File: src/rtl/gesture_uart_reporter_pkg.sv
// Shared frame constants, report payload and framer state for the gesture UART reporter.
package gesture_pkg;

    localparam logic [7:0] HEADER_BYTE_DEFAULT = 8'hA5;
    localparam int         FRAME_BYTES         = 3;

    typedef struct packed {
        logic [3:0] confidence;
        logic [1:0] gesture;
    } report_t;

    typedef enum logic [1:0] {
        ST_IDLE,
        ST_START,
        ST_DATA,
        ST_STOP
    } framer_state_t;

    // Byte idx of the frame for a report: header, payload, then header^payload check byte.
    function automatic logic [7:0] frame_byte(input report_t rpt, input logic [1:0] idx,
                                              input logic [7:0] header);
        logic [7:0] payload;
        payload = {rpt.confidence, 2'b00, rpt.gesture};
        case (idx)
            2'd0:    frame_byte = header;
            2'd1:    frame_byte = payload;
            default: frame_byte = header ^ payload;
        endcase
    endfunction

endpackage

File: src/rtl/gesture_uart_reporter_tx_byte.sv
// 8N1 byte transmitter; a load accepted on the last stop-bit cycle chains the next byte with no gap.
module uart_tx_byte
    import gesture_pkg::*;
#(
    parameter int CLKS_PER_BIT = 104
) (
    input  logic       clk,
    input  logic       rst,
    input  logic       load_i,
    input  logic [7:0] data_i,
    output logic       done_o,
    output logic       idle_o,
    output logic       tx_o,
    output logic       busy_o
);

    localparam int            TW     = (CLKS_PER_BIT > 1) ? $clog2(CLKS_PER_BIT) : 1;
    localparam logic [TW-1:0] T_LAST = TW'(CLKS_PER_BIT - 1);

    framer_state_t state_q, state_d;
    logic [TW-1:0] timer_q, timer_d;
    logic [2:0]    bit_q, bit_d;
    logic [7:0]    shift_q, shift_d;
    logic          tx_q, busy_q;
    logic          bit_end;

    assign bit_end = (timer_q == T_LAST);
    assign done_o  = (state_q == ST_STOP) && bit_end;
    assign idle_o  = (state_q == ST_IDLE);
    assign tx_o    = tx_q;
    assign busy_o  = busy_q;

    always_comb begin
        state_d = state_q;
        timer_d = timer_q + 1'b1;
        bit_d   = bit_q;
        shift_d = shift_q;
        case (state_q)
            ST_IDLE: begin
                timer_d = '0;
                bit_d   = '0;
                if (load_i) begin
                    state_d = ST_START;
                    shift_d = data_i;
                end
            end
            ST_START: begin
                if (bit_end) begin
                    state_d = ST_DATA;
                    timer_d = '0;
                end
            end
            ST_DATA: begin
                if (bit_end) begin
                    timer_d = '0;
                    bit_d   = bit_q + 3'd1;
                    if (bit_q == 3'd7) begin
                        state_d = ST_STOP;
                    end
                end
            end
            ST_STOP: begin
                if (bit_end) begin
                    timer_d = '0;
                    if (load_i) begin
                        state_d = ST_START;
                        shift_d = data_i;
                    end else begin
                        state_d = ST_IDLE;
                    end
                end
            end
            default: begin
                state_d = ST_IDLE;
                timer_d = '0;
            end
        endcase
    end

    // The line and busy flag are registered from the current state, so they trail it by one cycle.
    always_ff @(posedge clk or posedge rst) begin
        if (rst) begin
            state_q <= ST_IDLE;
            timer_q <= '0;
            bit_q   <= '0;
            shift_q <= '0;
            tx_q    <= 1'b1;
            busy_q  <= 1'b0;
        end else begin
            state_q <= state_d;
            timer_q <= timer_d;
            bit_q   <= bit_d;
            shift_q <= shift_d;
            busy_q  <= (state_q != ST_IDLE);
            case (state_q)
                ST_START: tx_q <= 1'b0;
                ST_DATA:  tx_q <= shift_q[bit_q];
                default:  tx_q <= 1'b1;
            endcase
        end
    end

endmodule

File: src/rtl/gesture_uart_reporter.sv
// Buffers gesture reports in a small FIFO and sends each as a 3-byte framed UART packet.
module gesture_uart_reporter
    import gesture_pkg::*;
#(
    parameter int         CLKS_PER_BIT = 104,
    parameter int         FIFO_DEPTH   = 4,
    parameter logic [7:0] HEADER_BYTE  = HEADER_BYTE_DEFAULT
) (
    input  logic                        clk,
    input  logic                        rst,
    input  logic [1:0]                  gesture,
    input  logic                        gesture_valid,
    input  logic [3:0]                  gesture_confidence,
    output logic                        uart_tx,
    output logic                        tx_busy,
    output logic [$clog2(FIFO_DEPTH):0] fifo_level,
    output logic [7:0]                  drop_count
);

    localparam int          AW        = $clog2(FIFO_DEPTH);
    localparam logic [AW:0] DEPTH     = (AW + 1)'(FIFO_DEPTH);
    localparam logic [1:0]  LAST_BYTE = 2'(FRAME_BYTES - 1);

    report_t       mem_q [FIFO_DEPTH];
    logic [AW-1:0] wr_ptr_q, rd_ptr_q;
    logic [AW:0]   level_q, level_d;
    logic [7:0]    drop_q;
    logic [1:0]    byte_idx_q, byte_idx_d;
    report_t       cur_q, load_rpt;
    logic [7:0]    load_byte;
    logic          full, empty, push, pop, drop, load, done, idle;

    // Fullness is judged on the pre-edge level, so a same-cycle pop never frees a slot.
    assign full     = (level_q == DEPTH);
    assign empty    = (level_q == '0);
    assign push     = gesture_valid && !full;
    assign drop     = gesture_valid && full;
    assign pop      = idle && !empty;
    assign level_d  = level_q + {{AW{1'b0}}, push} - {{AW{1'b0}}, pop};
    assign load_rpt = pop ? mem_q[rd_ptr_q] : cur_q;

    always_comb begin
        byte_idx_d = byte_idx_q;
        load       = 1'b0;
        if (pop) begin
            load       = 1'b1;
            byte_idx_d = 2'd0;
        end else if (done) begin
            if (byte_idx_q < LAST_BYTE) begin
                load       = 1'b1;
                byte_idx_d = byte_idx_q + 2'd1;
            end else begin
                byte_idx_d = 2'd0;
            end
        end
        load_byte = frame_byte(load_rpt, byte_idx_d, HEADER_BYTE);
    end

    always_ff @(posedge clk) begin
        if (push) begin
            mem_q[wr_ptr_q] <= {gesture_confidence, gesture};
        end
    end

    always_ff @(posedge clk or posedge rst) begin
        if (rst) begin
            wr_ptr_q   <= '0;
            rd_ptr_q   <= '0;
            level_q    <= '0;
            drop_q     <= '0;
            byte_idx_q <= '0;
            cur_q      <= '0;
        end else begin
            level_q    <= level_d;
            byte_idx_q <= byte_idx_d;
            if (push) begin
                wr_ptr_q <= wr_ptr_q + 1'b1;
            end
            if (pop) begin
                rd_ptr_q <= rd_ptr_q + 1'b1;
                cur_q    <= mem_q[rd_ptr_q];
            end
            if (drop && (drop_q != 8'hFF)) begin
                drop_q <= drop_q + 8'd1;
            end
        end
    end

    uart_tx_byte #(
        .CLKS_PER_BIT(CLKS_PER_BIT)
    ) u_tx (
        .clk    (clk),
        .rst    (rst),
        .load_i (load),
        .data_i (load_byte),
        .done_o (done),
        .idle_o (idle),
        .tx_o   (uart_tx),
        .busy_o (tx_busy)
    );

    assign fifo_level = level_q;
    assign drop_count = drop_q;

endmodule
File: config.mk
export PLATFORM = sky130hd
export DESIGN_NAME = gesture_uart_reporter
export DESIGN_NICKNAME = d
export VERILOG_FILES = /design/src/rtl/gesture_uart_reporter_pkg.sv /design/src/rtl/gesture_uart_reporter_tx_byte.sv /design/src/rtl/gesture_uart_reporter.sv
export SDC_FILE = /design/constraint.sdc
export NUM_CORES = 1
export LEC_CHECK = 0
export CORE_UTILIZATION = 55
export CTS_BUF_LIST = sky130_fd_sc_hd__clkbuf_2
export DETAILED_ROUTE_END_ITERATION = 8
export GPL_ROUTABILITY_DRIVEN = 1
export PLACE_DENSITY = 0.78
export SYNTH_ARGS = -nofsm -noshare
export SYNTH_HDL_FRONTEND = slang
export SYNTH_SLANG_ARGS = --single-unit
File: constraint.sdc
create_clock -name clk -period 5 [get_ports clk]
set_input_delay 0.5 -clock clk [delete_from_list [all_inputs] [get_ports clk]]
set_output_delay 0.5 -clock clk [all_outputs]
set_load 0.03 [all_outputs]
# Yosys cells after proc, flatten, opt, wreduce, memory -nomap -nowiden
# Memory sizes are Yosys's and may differ from the RTL's.
# Index checks and enable logic that the tools add are counted.
[word_totals] memories=1 reg_bits=45 elab_cells=82 output_inout_bits=13 inputBits=9 ramBits=24
[memory_table] memory="mem_q" words=4 word_bits=6 read_ports=1 rd_ports_with_merged_regs=0 write_ports=1 line="gesture_uart_reporter.sv:24" source="report_t mem_q [FIFO_DEPTH];"
[op_classes] bitwise=1 mux=27 addsub=8 n_lt_le_gt_ge=2 reduce_logical=17 n_eq_ne=13
[op_table] op="$pmux W8 S2" count=2
[op_table] op="$mux W2" count=8
[op_table] op="$mux W8" count=2
[op_table] op="$pmux W7 S2" count=1
[op_table] op="$add A8 B1 Y8 const B" count=1
[op_table] op="$ne A2 B1 Y1 const B" count=4
[op_table] op="$ne A8 B8 Y1 const B" count=1
[op_table] op="$pmux W2 S4" count=1
[op_table] op="$add A7 B1 Y7 const B" count=1
[op_table] op="$eq A7 B7 Y1 const B" count=1
[op_table] op="$mux W1" count=7
[op_table] op="$mux W7" count=1
[op_table] op="$add A2 B1 Y2 const B" count=3
[op_table] op="$eq A3 B3 Y1 const B" count=2
[op_table] op="$mux W6" count=1
[op_table] op="$pmux W3 S2" count=1
[op_table] op="$reduce_bool A2 Y1" count=3
[op_table] op="$logic_and A1 B1 Y1" count=5
[op_table] op="$reduce_and A5 Y1" count=1
[op_table] op="$eq A2 B1 Y1 const B" count=2
[op_table] op="$eq A2 B2 Y1 const B" count=2
[op_table] op="$logic_not A2 Y1" count=2
[op_table] op="$lt A3 B4 Y1 const B" count=1
[op_table] op="$not A4 Y4" count=1
[op_table] op="other kinds (12)" count=14

# Logic depth before layout (Yosys ltp)
[depth] word_depth=9 mapped_depth=12 depth_no_buf=10

# Hierarchy
# A second synthesis with hierarchy kept.
[unflattened] hier_cells=261 hier_area_um2=3326.9
[by_module_without_submodules] module="gesture_uart_reporter" n_inst=1 area_per_inst_um2=2182.1 cells_each=166 seq_area_each_um2=1296.2
[by_module_without_submodules] module="uart_tx_byte" n_inst=1 area_per_inst_um2=1144.8 cells_each=95 seq_area_each_um2=551.8

# Worst setup path after synthesis
# No wires, ideal clock.
[synth_timing] path_kind="register to register" start="register level_q[1], in the netlist fifo_level[1]" end="register level_q[2], in the netlist fifo_level[2]" setup_time_ns=0.124 required_ns=4.876 setup_slack_ns=2.462 path_buffers=1 synth_period_minus_slack_ns=2.538 t_arrival_ns=2.414 path_stages_with_launch=10 cell_sequence="dfrtp_1 -> o31ai_4 -> inv_2 -> clkbuf_1 -> ha_1 -> inv_1 -> ha_1 -> fa_1 -> xnor2_1 -> xnor2_1"
[synth_via] elab_cells_between_ends=8 classes_between="add/sub: 2; eq/ne: 1; reduce/logical: 5"
[synth_lines] item="from (decl)" line="gesture_uart_reporter.sv:26" source="logic [AW:0] level_q, level_d;"
[synth_lines] item="from (signal assigned)" line="gesture_uart_reporter.sv:74" source="level_q <= level_d;"
[synth_lines] item="$logic_not A3 Y1" line="gesture_uart_reporter.sv:35" source="assign empty = (level_q == '0);"
[synth_lines] item="$logic_not A1 Y1" line="gesture_uart_reporter.sv:38" source="assign pop = idle && !empty;"
[synth_lines] item="$logic_and A1 B1 Y1" line="gesture_uart_reporter.sv:38"
[synth_lines] item="via pop" line="gesture_uart_reporter.sv:31" source="logic full, empty, push, pop, drop, load, done, idle;"
[synth_lines] item="$sub A3 B1 Y3" line="gesture_uart_reporter.sv:39" source="assign level_d = level_q + {{AW{1'b0}}, push} - {{AW{1'b0}}, pop};"
[synth_lines] item="via level_d[2]" line="gesture_uart_reporter.sv:26"
# The timed path passes the listed nets, and every way through them passes these cells.
# A chain may end at the register's enable or synchronous reset.

# Worst setup path in the final report
[layout_timing] start="register u_tx.state_q[0]" end="register level_q[2], in the netlist fifo_level[2]"
[layout_via] elab_chain_len=3
[layout_rtl] item="from (decl)" line="gesture_uart_reporter_tx_byte.sv:20" source="framer_state_t state_q, state_d;"
[layout_rtl] item="from (signal assigned)" line="gesture_uart_reporter_tx_byte.sv:90" source="state_q <= state_d;"
[layout_rtl] item="$logic_not A2 Y1" line="gesture_uart_reporter_tx_byte.sv:29" source="assign idle_o = (state_q == ST_IDLE);"
[layout_rtl] item="$logic_and A1 B1 Y1" line="gesture_uart_reporter.sv:38"
[layout_rtl] item="$sub A3 B1 Y3" line="gesture_uart_reporter.sv:39"
[layout_rtl] item="via level_d[2]" line="gesture_uart_reporter.sv:26"
# The timed path passes the listed nets, and every way through them passes these cells.

==> results.yml <==
status:
  status: "complete, no violations"
timing:
  period_share: 0.528
  setup_viol: 0
  finalSetupTns_ps: 0
  maxSlewHeadroom: 0.596
  final_max_slew_viol_count: 0
  fin_hold_ws_ps: 373
  skew_ps: 24.2
  timing.final.hold_violations: 0
  final.min_clock_period_ps: 2640
  worst_pin_slew_ps: 605
  rsz0062_at_grt: "no"
  fmax_mhz: 379
setup_path:
  crit_buf_inv: 3
  worst_setup_path_end_kind: "register"
  critical_path.max_stage_delay_ps: 460
  crit_slowest_cell: "dfrtp_1"
  crit_family: "adder cells"
  startpoint: "u_tx.state_q[0]"
  crit_top_cell: "ha_1"
  critPathArrivalTime_ps: 3120
  rr_worst_depth: 10
  cp.required_ps: 5480
  start_kind: "register"
  criticalPathCategory: "reg -> reg"
  cp-endpoint: "fifo_level[2]"
  worstPathMaxFanout: 14
  crit_cells: 10
  r2r_slack_ps: 2360
  worstPathCellList: "inv_1 > ha_1 > o31ai_4 > inv_2 > ha_1 > inv_1 > ha_1 > fa_1 > xnor2_1 > xnor2_1"
  crit-reg2reg-launch: "u_tx.state_q[0]"
  r2r-end: "fifo_level[2]"
floorplan:
  die_area_um2: 6110
  initial_core_util: 0.576
  core_area_um2: 5540
  io-pin-count: 22
  fp-row-count: 27
  fp.dieW_um: 78.2
  die_h_um: 78.2
final_layout:
  area_delta_synth_final_pct: 12.2
  diodes: 0
  layout.nets: 306
  n_fill_cell: 431
  final_layout_size_suffix_gt1_frac: 0.119
synth:
  synth.largest_area_cell: "dfrtp_1"
  yosysMostFrequentCell: "dfrtp_1"
  synth_edf_count: 24
  yosysTopAreaCellShare: 0.337
  avgSynthCellArea_um2: 12.4
  synth_nets: 282
  syn_inst: 257
  synth_area_um2: 3190
  ys_seq_elements: 68
  ys.flop_type: "dfrtp_1"
  yosys-top-cells-count: "dfrtp_1, nand2_1, edfxtp_1"
  async_reset_ff_frac: 0.647
  yosysSeqAreaShare: 0.571
  yosysWarnings: 0
  synthDistinctLibCells: 50
  yosys-top-cells-area: "dfrtp_1, edfxtp_1, ha_1, mux4_2, nand2_1"
grt:
  grt_max_degree: 45
  grt.total_usage: 0.209
  antenna_found_initial: 0
  grt_pass1_vias: 2047
  overflow: 0
  grt_pass1_wl_mm: 9.51
drt:
  met2_length_mm: 2.61
  met3WireLength_um: 154
  drt_wl_total_mm: 5.41
  dr_total_vias: 1972
  drt_pass1_iterations: 7
  via_per_inst: 5.51
  highest_layer: "met4"
  drc: 0
  wl_met1_mm: 2.56
  first_iter_violations: 165
  ant_nets: 0
  wl_per_cell_um: 15.1
clocking:
  cts_max_level: 3
  cts_resized: 0
  postCtsSetupBuffers: 0
  cts_tree: "yes"
  cts_inserted_buffers: 9
  clk_latency_ps: 530
  worst_setup_hold_path_clk_slew_ps: 230
  root_buffer: "clkbuf_2"
  clockBufferDepth: 2
  clock_sinks: 68
  holdBufCountCts: 0
flow_run:
  cap_viol_max_count: 0
hold_path:
  hold_path.class: "in -> async"
power_and_ir_drop:
  powerDensity_nw_per_um2: 385
  p_leak_nw: 1.47
  vdd_ir_drop_max_uv: 330
place:
  dp_hpwl_mm: 3.75
  io_buffers: 21
  place_congestion: 0.750
[stage by stage]
step	worst slack (ps)	total power, mW	utilization	instances	area, um^2
2_1_floorplan	2460	0.927	-	257	3190
3_3_place_gp	2250	1.04	0.624	342	3450
3_5_place_dp	2160	1.05	0.624	342	3450
4_1_cts	2340	1.39	0.646	358	3580
5_1_grt	2140	1.46	0.646	358	3580
6_report	2360	1.38	0.646	358	3580
[layer usage]
metal / track usage / up-vias
li1: - / 970
met1: 0.270 / 966
met2: 0.331 / 26
met3: 0.0593 / 10
met4: 0.0889 / 0
met5: 0 / -
[cell type report]
| cell class | instances | area (um^2) | area share |
|---|---|---|---|
| flip-flops and latches | 68 | 1820 | 0.509 |
| multi-input cells | 165 | 1270 | 0.354 |
| repair buffers | 22 | 218 | 0.0608 |
| well taps | 72 | 90.1 | 0.0252 |
| clock inverters | 7 | 81.3 | 0.0227 |
| inverters | 15 | 56.3 | 0.0157 |
| clock buffers | 9 | 45.0 | 0.0126 |
[how the worst min path moves through the flow]
stage,from,end,slack (ps),cells past startpoint
global route,rst,u_tx.timer_q[2],390,3
CTS,rst,fifo_level[2],380,3
global placement,u_tx.timer_q[0],u_tx.timer_q[0],450,1
detailed placement,u_tx.timer_q[0],u_tx.timer_q[0],460,1
floorplan,u_tx.timer_q[0],u_tx.timer_q[0],440,1
finish,rst,u_tx.bit_q[2],370,3
[where the power goes]
part           switching (mW)  internal [mW]  leakage, nW
clock                   0.223          0.124       0.0739
combinational           0.172          0.132        0.647
sequential             0.0651          0.660        0.746
[state kept, by name, indices dropped and copies added, names as in the netlist, 3 cells and up]
signal	cells
mem_q	24
fifo_level	3
u_tx.bit_q	3
drop_count	8
cur_q	6
u_tx.shift_q	7
u_tx.timer_q	7
[layout by cell type (no fill, tap or decap), types with 3 or more instances in the layout]
cell type,count
dfrtp_1,43
a21oi_1,8
clkbuf_2,9
clkdlybuf4s50_1,21
a22o_1,6
nor2b_1,4
mux4_2,7
xnor2_1,11
inv_1,13
inv_6,4
a32o_1,3
and2_1,4
xor2_1,8
o21ai_0,7
nand3_1,7
edfxtp_1,24
o22ai_1,3
nand2_1,29
nor4_1,3
and3_1,3
ha_1,15
nor2_1,12
nor3_1,6
[logic make-up (layout without fill, tap and decap cells)]
logic type | Yosys count | in the layout | share of synthesized area
simple gates | 82 | 82 | 0.135
flops | 68 | 68 | 0.571
compound gates | 38 | 38 | 0.0859
buf+inv | 24 | 53 | 0.0314
xor+xnor | 19 | 19 | 0.0522
fa+ha+maj | 16 | 16 | 0.0651
mux | 10 | 10 | 0.0596
[worst reg2reg max path: stages (launching register included)]
cell,delay [ps]
dfrtp_1,460
inv_1,150
ha_1,440
o31ai_4,220
inv_2,250
ha_1,160
inv_1,40
ha_1,190
fa_1,390
xnor2_1,180
xnor2_1,130
(Power assumes the default switching activity.)
==> edit: new RTL, same flow settings <==
Re-encode `framer_state_t` (4 states) as one-hot, 4 bits wide.
--- a/src/rtl/gesture_uart_reporter_pkg.sv
+++ b/src/rtl/gesture_uart_reporter_pkg.sv
@@ -9,11 +9,11 @@
         logic [1:0] gesture;
     } report_t;
 
-    typedef enum logic [1:0] {
-        ST_IDLE,
-        ST_START,
-        ST_DATA,
-        ST_STOP
+    typedef enum logic [3:0] {
+        ST_IDLE  = 4'b0001,
+        ST_START = 4'b0010,
+        ST_DATA  = 4'b0100,
+        ST_STOP  = 4'b1000
     } framer_state_t;
 
     // Byte idx of the frame for a report: header, payload, then header^payload check byte.
Function: no difference found for any inputs over 10 cycles, from zero or initial values and one cycle with rst high; not proved beyond that.
==> edit against the original RTL <==
Wire length is 4.7% lower. Sequential cell count is 2 higher. Utilization is 0.15 points lower. Largest power group unchanged. Synthesized area is 1.5% lower. Total power is 5.2% higher. Count of clock-buffer cells in the layout stayed put. Setup slack worse by 0.32 ns. Synthesized cell count is 5.4% lower. Final area is 0.84% lower. Die area is 1.5% lower. Via count is 7.1% lower. Global-route usage is 1.0 points lower.
==> edit: results (changes against the original RTL) <==
| Item | This run | Unit | vs unedited |
|---|---|---|---|
| Run status | complete, no violations | - | unchanged |
| FFs w/ async S/R, synth | 0.6571 | - | was 0.6471 |
| Total placed cells including tap cells | 329 | - | was 342 |
| Cell family contributing the most delay on the critical path | simple AND/OR/NAND/NOR gates | - | was adder cells |
| Arithmetic-cell share of the synthesized area counting full adders, half adders and majority gates | 0.04618 | - | was 0.06510 |
| Final-layout worst hold slack | 0.4653 | ns | was 0.3728 ns |
| Fraction of layout cells with a size suffix above 1 | 0.1136 | - | was 0.1189 |
| Portion of the post-synthesis area used by sequential elements | 0.5963 | - | was 0.5714 |
| Ranking of synthesized cells by instance count | sky130_fd_sc_hd__dfrtp_1 (44), sky130_fd_sc_hd__nand2_1 (29), sky130_fd_sc_hd__edfxtp_1 (24) | - | was sky130_fd_sc_hd__dfrtp_1 (43), sky130_fd_sc_hd__nand2_1 (29), sky130_fd_sc_hd__edfxtp_1 (24) |
| Via count of the first global-routing pass | 1857 | - | was 2047 |
| Crit Reg-Reg Startpoint | u_tx.state_q[0] | - | unchanged |
| Largest net degree at the start of global routing | 47 | - | was 45 |
| Largest cells by area after synthesis | sky130_fd_sc_hd__dfrtp_1 (35%), sky130_fd_sc_hd__edfxtp_1 (23%), sky130_fd_sc_hd__mux4_2 (5.0%) | - | was sky130_fd_sc_hd__dfrtp_1 (34%), sky130_fd_sc_hd__edfxtp_1 (23%), sky130_fd_sc_hd__ha_1 (5.9%) |
| Clock latency of the later-clocked register in the worst-skew pair | 0.49 | ns | was 0.53 ns |
| Critical-path maximum fanout | 16 | - | was 14 |
| Skew final | 0.03648 | ns | was 0.02424 ns |
| Number of nets in the finished design | 288 | - | was 306 |
| Total length of routed met3 wires | 157 | microns | was 154 microns |
| Met2 Routed Length | 2421 | microns | was 2608 microns |
| Post-synthesis compound-gate area fraction | 0.04021 | - | was 0.08588 |
| Data arrival at the endpoint of the critical path | 3.38 | ns | was 3.12 ns |
| Met2 track demand over resource in global routing | 0.3035 | - | was 0.3307 |
| Register-to-register setup slack | 2.04 | ns | was 2.36 ns |
| Global Route met1 Usage | 0.2629 | - | was 0.2702 |
| Core Util, Final | 0.6449 | - | was 0.6463 |
| Total half-perimeter wirelength after legalization and detailed placement | 3592 | microns | was 3750 microns |
[edit: power breakdown]
part / switching, uW / internal, uW
Combinational: 164 / 126
Clock: 209 / 217
Sequential: 58.5 / 674
[edit: how the worst max path moves through the flow]
stage / start / end / slack [ns] / cells past startpoint
after floorplan: u_tx.state_q[0] / fifo_level[2] / 2.28 / 12
after global placement: u_tx.state_q[0] / fifo_level[2] / 2.14 / 9
after detailed placement: u_tx.state_q[0] / fifo_level[2] / 2.05 / 9
after CTS: u_tx.state_q[0] / fifo_level[2] / 2.03 / 9
after global routing: u_tx.state_q[0] / fifo_level[2] / 1.85 / 9
final: u_tx.state_q[0] / fifo_level[2] / 2.04 / 9
[edit: area by class of cell]
type | instances | area share
timing repair buffer | 21 | 0.05920
tap | 72 | 0.02537
multi-input combinational | 154 | 0.3270
clock buffer | 9 | 0.01268
inverter | 12 | 0.01409
sequential | 70 | 0.5278
clock inverter | 7 | 0.03383
